<file path="src/rtl/adder_pkg.sv">
// Shared definitions for the digit-serial adder.
//   sadd_state_t : FSM state encoding (IDLE / BUSY / DONE)
//   cnt_width()  : width of the digit counter for a given digit count (minimum 1)
package adder_pkg;

  typedef enum logic [1:0] {
    IDLE = 2'd0,
    BUSY = 2'd1,
    DONE = 2'd2
  } sadd_state_t;

  // A single-digit configuration still needs a 1-bit counter so the
  // counter vector never collapses to zero width.
  function automatic int cnt_width(input int ndig);
    int w;
    w = $clog2(ndig);
    if (w < 1) w = 1;
    return w;
  endfunction

endpackage

</file>
<file path="src/rtl/serial_adder_digit_adder.sv">
// digit_adder: combinational ripple of DIGIT full adders.
// Ports:
//   a, b      in   DIGIT  operand digits
//   cin       in   1      carry into bit 0
//   s         out  DIGIT  digit sum
//   cout      out  1      carry out of bit DIGIT-1
//   c_msb_in  out  1      carry into bit DIGIT-1 (used for signed overflow)
module digit_adder #(
  parameter int DIGIT = 2
) (
  input  logic [DIGIT-1:0] a,
  input  logic [DIGIT-1:0] b,
  input  logic             cin,
  output logic [DIGIT-1:0] s,
  output logic             cout,
  output logic             c_msb_in
);

  logic [DIGIT:0] c;

  always_comb begin
    s    = '0;
    c    = '0;
    c[0] = cin;
    for (int i = 0; i < DIGIT; i++) begin
      s[i]   = a[i] ^ b[i] ^ c[i];
      c[i+1] = (a[i] & b[i]) | (c[i] & (a[i] ^ b[i]));
    end
  end

  assign cout     = c[DIGIT];
  assign c_msb_in = c[DIGIT-1];

endmodule

</file>
<file path="src/rtl/serial_adder.sv">
// serial_adder: digit-serial adder, DIGIT bits per clock, WIDTH-bit operands.
// One operation in flight, valid/ready handshake on both sides.
// Optional macro SERIAL_ADDER_SUB_EN adds the 'sub' port (a - b mode).
// Ports:
//   clk, rst_n           clock, async active-low reset
//   in_valid / in_ready  operand handshake (a, b, carryin[, sub])
//   out_valid/ out_ready result handshake (sum, carryout, overflow)
//
// state | meaning
// IDLE  | waiting for operands, in_ready high
// BUSY  | adding one digit per clock
// DONE  | result held, out_valid high until out_ready
module serial_adder
  import adder_pkg::*;
#(
  parameter int WIDTH = 8,
  parameter int DIGIT = 2
) (
  input  logic             clk,
  input  logic             rst_n,
  input  logic             in_valid,
  output logic             in_ready,
  input  logic [WIDTH-1:0] a,
  input  logic [WIDTH-1:0] b,
  input  logic             carryin,
`ifdef SERIAL_ADDER_SUB_EN
  input  logic             sub,
`endif
  output logic             out_valid,
  input  logic             out_ready,
  output logic [WIDTH-1:0] sum,
  output logic             carryout,
  output logic             overflow
);

  localparam int NDIG = WIDTH / DIGIT;
  localparam int CW   = cnt_width(NDIG);

  generate
    if ((WIDTH < 1) || (DIGIT < 1) || (WIDTH % DIGIT != 0)) begin : g_bad_params
      $error("serial_adder: WIDTH must be >= 1 and a multiple of DIGIT");
    end
  endgenerate

  sadd_state_t      state;
  logic [WIDTH-1:0] a_sh;
  logic [WIDTH-1:0] b_sh;
  logic             carry;
  logic [CW-1:0]    cnt;

  logic [WIDTH-1:0] b_eff;
  logic             cin_eff;
  logic [DIGIT-1:0] dsum;
  logic             dcout;
  logic             dcmsb;
  logic [WIDTH-1:0] sum_nxt;

`ifdef SERIAL_ADDER_SUB_EN
  // a - b computed as a + ~b + ~carryin, so carryin=0 yields a plain subtract.
  assign b_eff   = sub ? ~b : b;
  assign cin_eff = sub ? ~carryin : carryin;
`else
  assign b_eff   = b;
  assign cin_eff = carryin;
`endif

  digit_adder #(.DIGIT(DIGIT)) u_digit (
    .a        (a_sh[DIGIT-1:0]),
    .b        (b_sh[DIGIT-1:0]),
    .cin      (carry),
    .s        (dsum),
    .cout     (dcout),
    .c_msb_in (dcmsb)
  );

  // Digits enter at the MSB end; after NDIG shifts the first digit sits at bit 0.
  generate
    if (DIGIT == WIDTH) begin : g_one_digit
      assign sum_nxt = dsum;
    end else begin : g_multi_digit
      assign sum_nxt = {dsum, sum[WIDTH-1:DIGIT]};
    end
  endgenerate

  assign in_ready  = (state == IDLE);
  assign out_valid = (state == DONE);

  always_ff @(posedge clk or negedge rst_n) begin
    if (!rst_n) begin
      state    <= IDLE;
      a_sh     <= '0;
      b_sh     <= '0;
      carry    <= 1'b0;
      cnt      <= '0;
      sum      <= '0;
      carryout <= 1'b0;
      overflow <= 1'b0;
    end else begin
      unique case (state)
        IDLE: begin
          if (in_valid) begin
            a_sh     <= a;
            b_sh     <= b_eff;
            carry    <= cin_eff;
            cnt      <= '0;
            sum      <= '0;
            carryout <= 1'b0;
            overflow <= 1'b0;
            state    <= BUSY;
          end
        end
        BUSY: begin
          sum   <= sum_nxt;
          carry <= dcout;
          a_sh  <= a_sh >> DIGIT;
          b_sh  <= b_sh >> DIGIT;
          cnt   <= cnt + CW'(1);
          if (cnt == CW'(NDIG - 1)) begin
            carryout <= dcout;
            overflow <= dcmsb ^ dcout;
            state    <= DONE;
          end
        end
        DONE: begin
          if (out_ready) state <= IDLE;
        end
        default: state <= IDLE;
      endcase
    end
  end

endmodule

</file>
<file path="config.mk">
export PLATFORM = sky130hd
export DESIGN_NAME = serial_adder
export DESIGN_NICKNAME = d
export VERILOG_FILES = /design/src/rtl/adder_pkg.sv /design/src/rtl/serial_adder_digit_adder.sv /design/src/rtl/serial_adder.sv
export SDC_FILE = /design/constraint.sdc
export NUM_CORES = 1
export LEC_CHECK = 0
export ABC_CLOCK_PERIOD_IN_PS = 2350
export CELL_PAD_IN_SITES_DETAIL_PLACEMENT = 1
export CELL_PAD_IN_SITES_GLOBAL_PLACEMENT = 2
export CORE_UTILIZATION = 36
export CTS_BUF_LIST = sky130_fd_sc_hd__clkbuf_8
export DETAILED_ROUTE_END_ITERATION = 7
export PLACE_DENSITY = 0.87
export SYNTH_ARGS = -nofsm -noshare
export SYNTH_HDL_FRONTEND = slang
export SYNTH_SLANG_ARGS = --single-unit
</file>
<file path="constraint.sdc">
create_clock -name clk -period 2.35 [get_ports clk]
set_input_delay 0.47 -clock clk [delete_from_list [all_inputs] [get_ports clk]]
set_output_delay 0.47 -clock clk [all_outputs]
set_load 0.02 [all_outputs]
</file>
Word level (Yosys, flattened, before mapping)
Index checks and enable logic that the tools add are counted.
- add/subtract/negate cells: 1
- $mul: 0
- div/mod/pow operators: 0
- order comparisons: 0
- eq/ne operators: 6
- shifts and indexed selects: 0
- mux-type cells: 19
- bitwise logic cells: 11
- reductions and logical operators: 5
- operators by type and width (kind ; count):
    8-bit one-hot mux with 2 select lines ; 3
    8-bit two-way mux ; 3
    2-bit two-way mux ; 4
    1-bit one-hot mux with 2 select lines ; 3
    2-bit one-hot mux with 3 select lines ; 1
    3-bit AND reduction ; 2
    1-bit bitwise XOR ; 5
    1-bit AND ; 4
    2-bit equality test (second input constant) ; 2
    1-bit two-way mux ; 4
    2-bit inequality test (second input constant) ; 2
    2-bit one-hot mux with 2 select lines ; 1
    2-bit by 1-bit adder with 2-bit output (second input constant) ; 1
    2-bit by 1-bit equality test with 1-bit output (second input constant) ; 1
    2-bit zero test ; 1
    2-bit by 1-bit inequality test with 1-bit output (second input constant) ; 1
    1-bit bitwise OR ; 2
    2-bit AND reduction ; 1
    2-bit nonzero test ; 1
- register bits after elaboration: 31
- bits in latches: 0
- bits in writable memories: 0
- ROM bits: 0
- output and inout port bits: 12
- memories: 0

Logic depth before layout (Yosys ltp)
Gate-level depths: netlist (run 1).
- depth in word-level cells: 8
- gate-level depth with buffers: 7

Modules after synthesis
From an unflattened synthesis (run 1), not the netlist that was laid out.
- cells, all modules: 131
- area, all modules: 1426.4 um^2
- modules (own cells, without submodules) (module ; times used ; cells an instance ; area an instance (um^2)):
    serial_adder ; 1 ; 129 ; 1386.3
    digit_adder ; 1 ; 2 ; 40.0

Worst setup path before layout (run 1)
No wires, ideal clock.
- path kind: flip-flop to flip-flop
- start point: reg a_sh[0]
- end point: reg sum[7]
- setup time: 0.121 ns
- arrival: 1.474 ns
- data required time: 2.229 ns
- slack: 0.755 ns
- stages on the path, launching flop included: 6
- buffers on the path: 0
- path through: dfrtp_1 inv_1 fa_1 inv_1 fa_1 a22o_1
- longest elaborated chain between the ends: 5
- elaborated cells between the ends (all ways): 6
- those cells by class: mux: 1; bitwise: 5
- RTL lines (element ; RTL line ; text):
    start: declaration ; serial_adder.sv:46 ; logic [WIDTH-1:0] a_sh;
    start signal: assignment ; serial_adder.sv:115 ; a_sh <= a_sh >> DIGIT;
    1-bit bitwise XOR ; serial_adder_digit_adder.sv:27 ; c[i+1] = (a[i] & b[i]) | (c[i] & (a[i] ^ b[i]));
    1-bit AND ; serial_adder_digit_adder.sv:27 ;
    1-bit bitwise OR * ; serial_adder_digit_adder.sv:27 ;
    1-bit bitwise XOR * ; serial_adder_digit_adder.sv:26 ; s[i] = a[i] ^ b[i] ^ c[i];
    8-bit one-hot mux with 2 select lines * ; serial_adder.sv:99 ; unique case (state)
    end signal: assignment ; serial_adder.sv:113 ; sum <= sum_nxt;
    end: declaration ; serial_adder.sv:31 ; output logic [WIDTH-1:0] sum,
Every way passes the cells marked *; elsewhere a longest branch is shown, timed or not.
A chain may end at the register's enable or synchronous reset.

Final worst setup path (run 1)
- start point: reg state[1]
- end point: out out_valid
- longest elaborated chain between the ends: 1
- RTL lines (element ; RTL line ; text):
    start: declaration ; serial_adder.sv:45 ; sadd_state_t state;
    start signal: assignment ; serial_adder.sv:90 ; state <= IDLE;
    start signal: assignment ; serial_adder.sv:109 ; state <= BUSY;
    start signal: assignment ; serial_adder.sv:121 ; state <= DONE;
    2-bit equality test ; serial_adder.sv:86 ; assign out_valid = (state == DONE);
    end: declaration ; serial_adder.sv:29 ; output logic out_valid,
No other way between the ends.

==> metrics.cfg, run 1 <==
[sta]
min_period_ns=2.05
drv_slew=0
fmax_ghz=0.487
fin_skew_ns=0.00802
slew_headroom_pct=53.1
finalSetupViolations=0
grt_setup_unrepaired=false
tightest_slew_ns=0.702
final_hold_viol_count=0
setup-tns-final_ns=0
timing.final.crit_share_pct=87.4

[critical_path]
reg2reg_slack_ns=0.51
cp.required_ns=1.88
critical_path_class=reg2out
startpoint=state[1]
r2r_end=overflow
worstReg2RegStart=state[0]
cp.arrival_ns=1.58
cp_max_fo=5
r2r_cells=4
cp-end-kind=primary output
startpoint_type=flip-flop

[power_and_ir_drop]
power_density_nw_per_um2=1290
power.static_leakage_nw=0.816
worst_ir_drop_vdd_mv=0.592
p_total_mw=2.46

[cts]
cts_tree=done
post_cts_buffers=0
cts_root_buf=clkbuf_8
clk_pin_slew_ns=0.06
h-tree-depth=2
cts_resized=0
insertion_delay_ns=0.28
hold_buffers=0
cts_buffer_depth=2
cts_made_buffers=5
clock-sinks=31

[global_route]
grtUsageTotal_pct=18.4
grt_pass1_wl_um=5780
grt_max_degree=32
grt_pass1_vias=1177
grt-ovfl-total=0
antenna_found_initial=0

[cells_and_area]
layout_common_cells=clkdlybuf4s50_1 (32), dfrtp_1 (31), nand2_1 (21), o21ai_0 (9)
syn_to_final_growth_pct=28.3
final_area_um2=1910
num-fill-cells=461
ff_latch_area_um2=776
final_net_count=188
layout_commonest_cell=clkdlybuf4s50_1
multi_input_area_um2=616
drive_gt1_share_pct=18.3
num_antenna_cells=0

[synthesis]
synth_cell_types=28
synth.ff_latch_count=31
synth_top_cell_area_share_pct=52.1
syn_inst=131
syn-mean-instance-area_um2=11.4
yosys_warnings=0
yosysTopAreaCell=dfrtp_1
synth_area_um2=1490
synth_nets=155
ys_seq_area_share_pct=52.1
synth_area_leaders=dfrtp_1 (52%), a22oi_2 (6.7%), nand2_1 (5.3%)

[route]
num_vias=1074
viasPerCell=5.02
drc=0
drtPass1Iterations=4
detail-route-antenna-nets=0
wl_um=3290
drt_iter0_drc=36
avgRoutedWirePerCell_um=15.4

[floorplan]
fp-row-count=23
die-area_um2=4400
initial_core_util_pct=37.5
die_x_um=66.3
die_h_um=66.3
core_area_um2=3970
ioPinCount=33

[min_path]
hold_depth=2
min_to=carry
min_path_type=reg2reg
min_from=carry

[place]
dpl.hpwl_um=2270
dpl-instance-area_um2=1820
portBuffers=32
gp_congestion=0.701

[job]
maxCapViolCount=0

[outcome]
status=finished, final reports clean

per-stage QoR:
step                hold slack [ns]  std cells  utilization, %  setup slack (ns)
floorplan                     0.174        131               -             0.755
global placement              0.466        207            45.9             0.486
detailed placement            0.480        207            45.9             0.424
CTS                           0.499        214            48.1             0.288
global route                  0.513        214            48.1             0.195
finish                        0.493        214            48.1             0.297
cell type report:
cell class / count / share of cell area [%]
repair buffers: 35 / 17.9
well taps: 50 / 3.27
clock buffers: 6 / 4.32
flip-flops and latches: 31 / 40.6
clock inverters: 1 / 0.262
inverters: 7 / 1.38
multi-input cells: 84 / 32.2
flip-flops by register name, indices dropped and copies added (netlist names):
name	count
a_sh	8
b_sh	8
sum	8
cnt	2
state	2
carry	1
carryout	1
overflow	1
cells by family (layout without fill, tap and decap cells):
| family | count (synthesis) | count (layout) | share of synthesized area (%) |
|---|---|---|---|
| DFF | 31 | 31 | 52.1 |
| adders and majority gates | 3 | 3 | 3.53 |
| and+or+nand+nor | 32 | 32 | 10.2 |
| AOI/OAI and AO/OA | 48 | 48 | 27.1 |
| xor gates and xnor gates | 1 | 1 | 0.588 |
| buffers and inverters | 16 | 49 | 6.55 |
critical path: stages (launching register included):
cell and delay, ns:
dfrtp_1 0.42, inv_1 0.14, nor2_1 0.13, clkdlybuf4s50_1 0.61
power by group:
group	total, mW	internal, mW	switching [mW]
clock network	0.416	0.229	0.187
logic	1.11	0.501	0.610
registers	0.929	0.754	0.176
total	2.46	1.48	0.972
routing by layer:
metal / part of all wire (%) / GRT usage [%] / wire length [µm] / vias to the layer above
met4: 2.2 / 10.4 / 72 / 0
met5: 0 / 0 / 0 / -
met1: 44 / 22.6 / 1450 / 509
li1: - / - / - / 523
met2: 49 / 30.0 / 1600 / 36
met3: 5.1 / 3.62 / 166 / 6
cell usage after synthesis, drive strengths merged:
library cell / n
a22o: 8
and2: 1
a31oi: 2
a32oi: 1
dfrtp: 31
nand3: 1
nor2: 3
a32o: 2
nand2: 21
a21oi: 3
ha: 1
xnor2: 1
o21ai: 18
o31ai: 1
nor2b: 4
fa: 2
buf: 9
a22oi: 12
o21bai: 1
and2b: 2
inv: 7
worst max-delay path by stage:
stage                endpoint  slack [ns]
finish              out_valid        0.30
global route        out_valid        0.20
CTS                 out_valid        0.29
detailed placement    a_sh[0]        0.42
global placement      a_sh[1]        0.49
floorplan              sum[7]        0.75
Power figures use the tool's default switching activity.
==> inputs of run 2 (changes only) <==
--- a/config.mk
+++ b/config.mk
@@ -5,7 +5,7 @@
 export SDC_FILE = /design/constraint.sdc
 export NUM_CORES = 1
 export LEC_CHECK = 0
-export ABC_CLOCK_PERIOD_IN_PS = 2350
+export ABC_CLOCK_PERIOD_IN_PS = 2480
 export CELL_PAD_IN_SITES_DETAIL_PLACEMENT = 1
 export CELL_PAD_IN_SITES_GLOBAL_PLACEMENT = 2
 export CORE_UTILIZATION = 36
==> constraint.sdc (replaced) <==
create_clock -name clk -period 2.48 [get_ports clk]
set_input_delay 0.496 -clock clk [delete_from_list [all_inputs] [get_ports clk]]
set_output_delay 0.496 -clock clk [all_outputs]
set_load 0.02 [all_outputs]
==> metrics.cfg, run 2 (synthesized netlist as in run 1, its figures left out) <==
[cells_and_area]
layout_common_cells=clkdlybuf4s50_1 (32), dfrtp_1 (31), nand2_1 (21), o21ai_0 (9)
num-fill-cells=447  ; -3.0%
layout_commonest_cell=clkdlybuf4s50_1
num_antenna_cells=0  ; unchanged
multi_input_area_um2=616  ; unchanged
syn_to_final_growth_pct=30.3
reg_top3=a_sh (8), b_sh (8), sum (8)
postLayoutCoreUtil_pct=48.9  ; +0.76 points
final_net_count=188  ; unchanged
drive_gt1_share_pct=18.8  ; +0.50 points
ff_latch_area_um2=776  ; unchanged

[cts]
cts_buffer_depth=2  ; unchanged
clock-sinks=31  ; unchanged
cts_resized=0  ; unchanged
cts_made_buffers=5  ; unchanged
h-tree-depth=2  ; unchanged
post_cts_buffers=0  ; unchanged
cts_root_buf=clkbuf_8
clk_pin_slew_ns=0.07  ; about the same
hold_buffers=0  ; unchanged
insertion_delay_ns=0.29  ; about the same
cts_tree=done

[job]
maxCapViolCount=0  ; unchanged

[sta]
timing.final.crit_share_pct=83.1
final_hold_viol_count=0  ; unchanged
finalSetupViolations=0  ; unchanged
fin_skew_ns=0.00982  ; +0.00180 ns
setup-tns-final_ns=0  ; unchanged
slew_headroom_pct=55.4  ; +2.4 points
drv_slew=0  ; unchanged
grt_setup_unrepaired=false
tightest_slew_ns=0.667  ; -0.0354 ns
min_period_ns=2.06
fmax_ghz=0.485

[floorplan]
die_x_um=66.3  ; unchanged
die_h_um=66.3  ; unchanged
core_area_um2=3970  ; unchanged
initial_core_util_pct=37.5  ; unchanged
fp-row-count=23  ; unchanged
ioPinCount=33  ; unchanged
die-area_um2=4400  ; unchanged

[route]
wl_um=3260  ; -0.73%
detail-route-antenna-nets=0  ; unchanged
avgRoutedWirePerCell_um=15.2  ; -1.2%
drc=0  ; unchanged
num_vias=1097  ; +2.1%
drt_iter0_drc=36  ; unchanged
viasPerCell=5.10  ; +1.7%
drtPass1Iterations=4  ; unchanged

[min_path]
min_to=carry
min_path_type=reg2reg
hold_depth=2  ; unchanged
min_from=carry

[critical_path]
reg2reg_slack_ns=0.67  ; +0.16 ns
worstReg2RegStart=state[0]
r2r_end=overflow
cp.required_ns=1.98  ; +0.10 ns
cp-end-kind=primary output
startpoint_type=flip-flop
r2r_cells=4  ; unchanged
cp_max_fo=5  ; unchanged
critical_path_class=reg2out
cp.arrival_ns=1.56  ; -0.02 ns

[power_and_ir_drop]
power_density_nw_per_um2=1260  ; -1.8%
p_total_mw=2.45  ; -0.29%
power.static_leakage_nw=0.830  ; +1.7%
worst_ir_drop_vdd_mv=0.484  ; -18%

[global_route]
grt-ovfl-total=0  ; unchanged
grt_pass1_wl_um=5800  ; +0.24%
antenna_found_initial=0  ; unchanged
grt_max_degree=32  ; unchanged
grt_pass1_vias=1216  ; +3.3%
grtUsageTotal_pct=18.4  ; -0.030 points

[place]
gp_congestion=0.717  ; +2.3%
dpl.hpwl_um=2280  ; +0.29%
portBuffers=32  ; unchanged

[outcome]
status=finished, final reports clean

## run 2: cell count changes in the layout (fill, tap and decap cells not counted)
cell | previous run | this run
bufinv_16 | 0 | 1
## run 2: area by class of cell
type,count,area share [%]
sequential,31,40.0
multi-input combinational,84,31.7
timing repair buffer,35,17.7
clock buffer,6,4.26
tap,50,3.22
clock inverter,2,1.81
inverter,7,1.35
## run 2: how the worst max path moves through the flow
stage	start	to	slack (ns)	cells past startpoint
finish	state[1]	out_valid	0.42	3
global route	state[1]	out_valid	0.32	3
CTS	state[1]	out_valid	0.41	3
detailed placement	in_valid	a_sh[1]	0.49	4
global placement	in_valid	a_sh[1]	0.59	4
floorplan	a_sh[0]	sum[7]	0.88	5
## run 2: critical path, stage by stage, from the launching register on
cell and delay [ns]:
dfrtp_1 0.41, inv_1 0.13, nor2_1 0.12, clkdlybuf4s50_1 0.61
## run 2: where the power goes
group	internal, mW	total [mW]	switching, mW
clock	0.325	0.515	0.190
sequential	0.714	0.879	0.165
combinational	0.476	1.06	0.580
total	1.51	2.45	0.935
## run 2: layer usage
metal / share of wire, % / GRT usage (%)
met1: 43 / 21.1
met2: 51 / 32.0
met3: 4.4 / 5.69
met4: 1.4 / 6.38
met5: 0 / 0
## run 2: metrics by stage
| step | hold slack (ns) | instance area (µm²) | setup slack [ns] | cells |
|---|---|---|---|---|
| after detailed placement | 0.485 | 1820 | 0.493 | 207 |
| final | 0.490 | 1940 | 0.420 | 215 |
| after CTS | 0.499 | 1940 | 0.409 | 215 |
| after floorplan | 0.200 | 1490 | 0.885 | 131 |
| after global placement | 0.466 | 1820 | 0.590 | 207 |
| after global routing | 0.506 | 1940 | 0.315 | 215 |
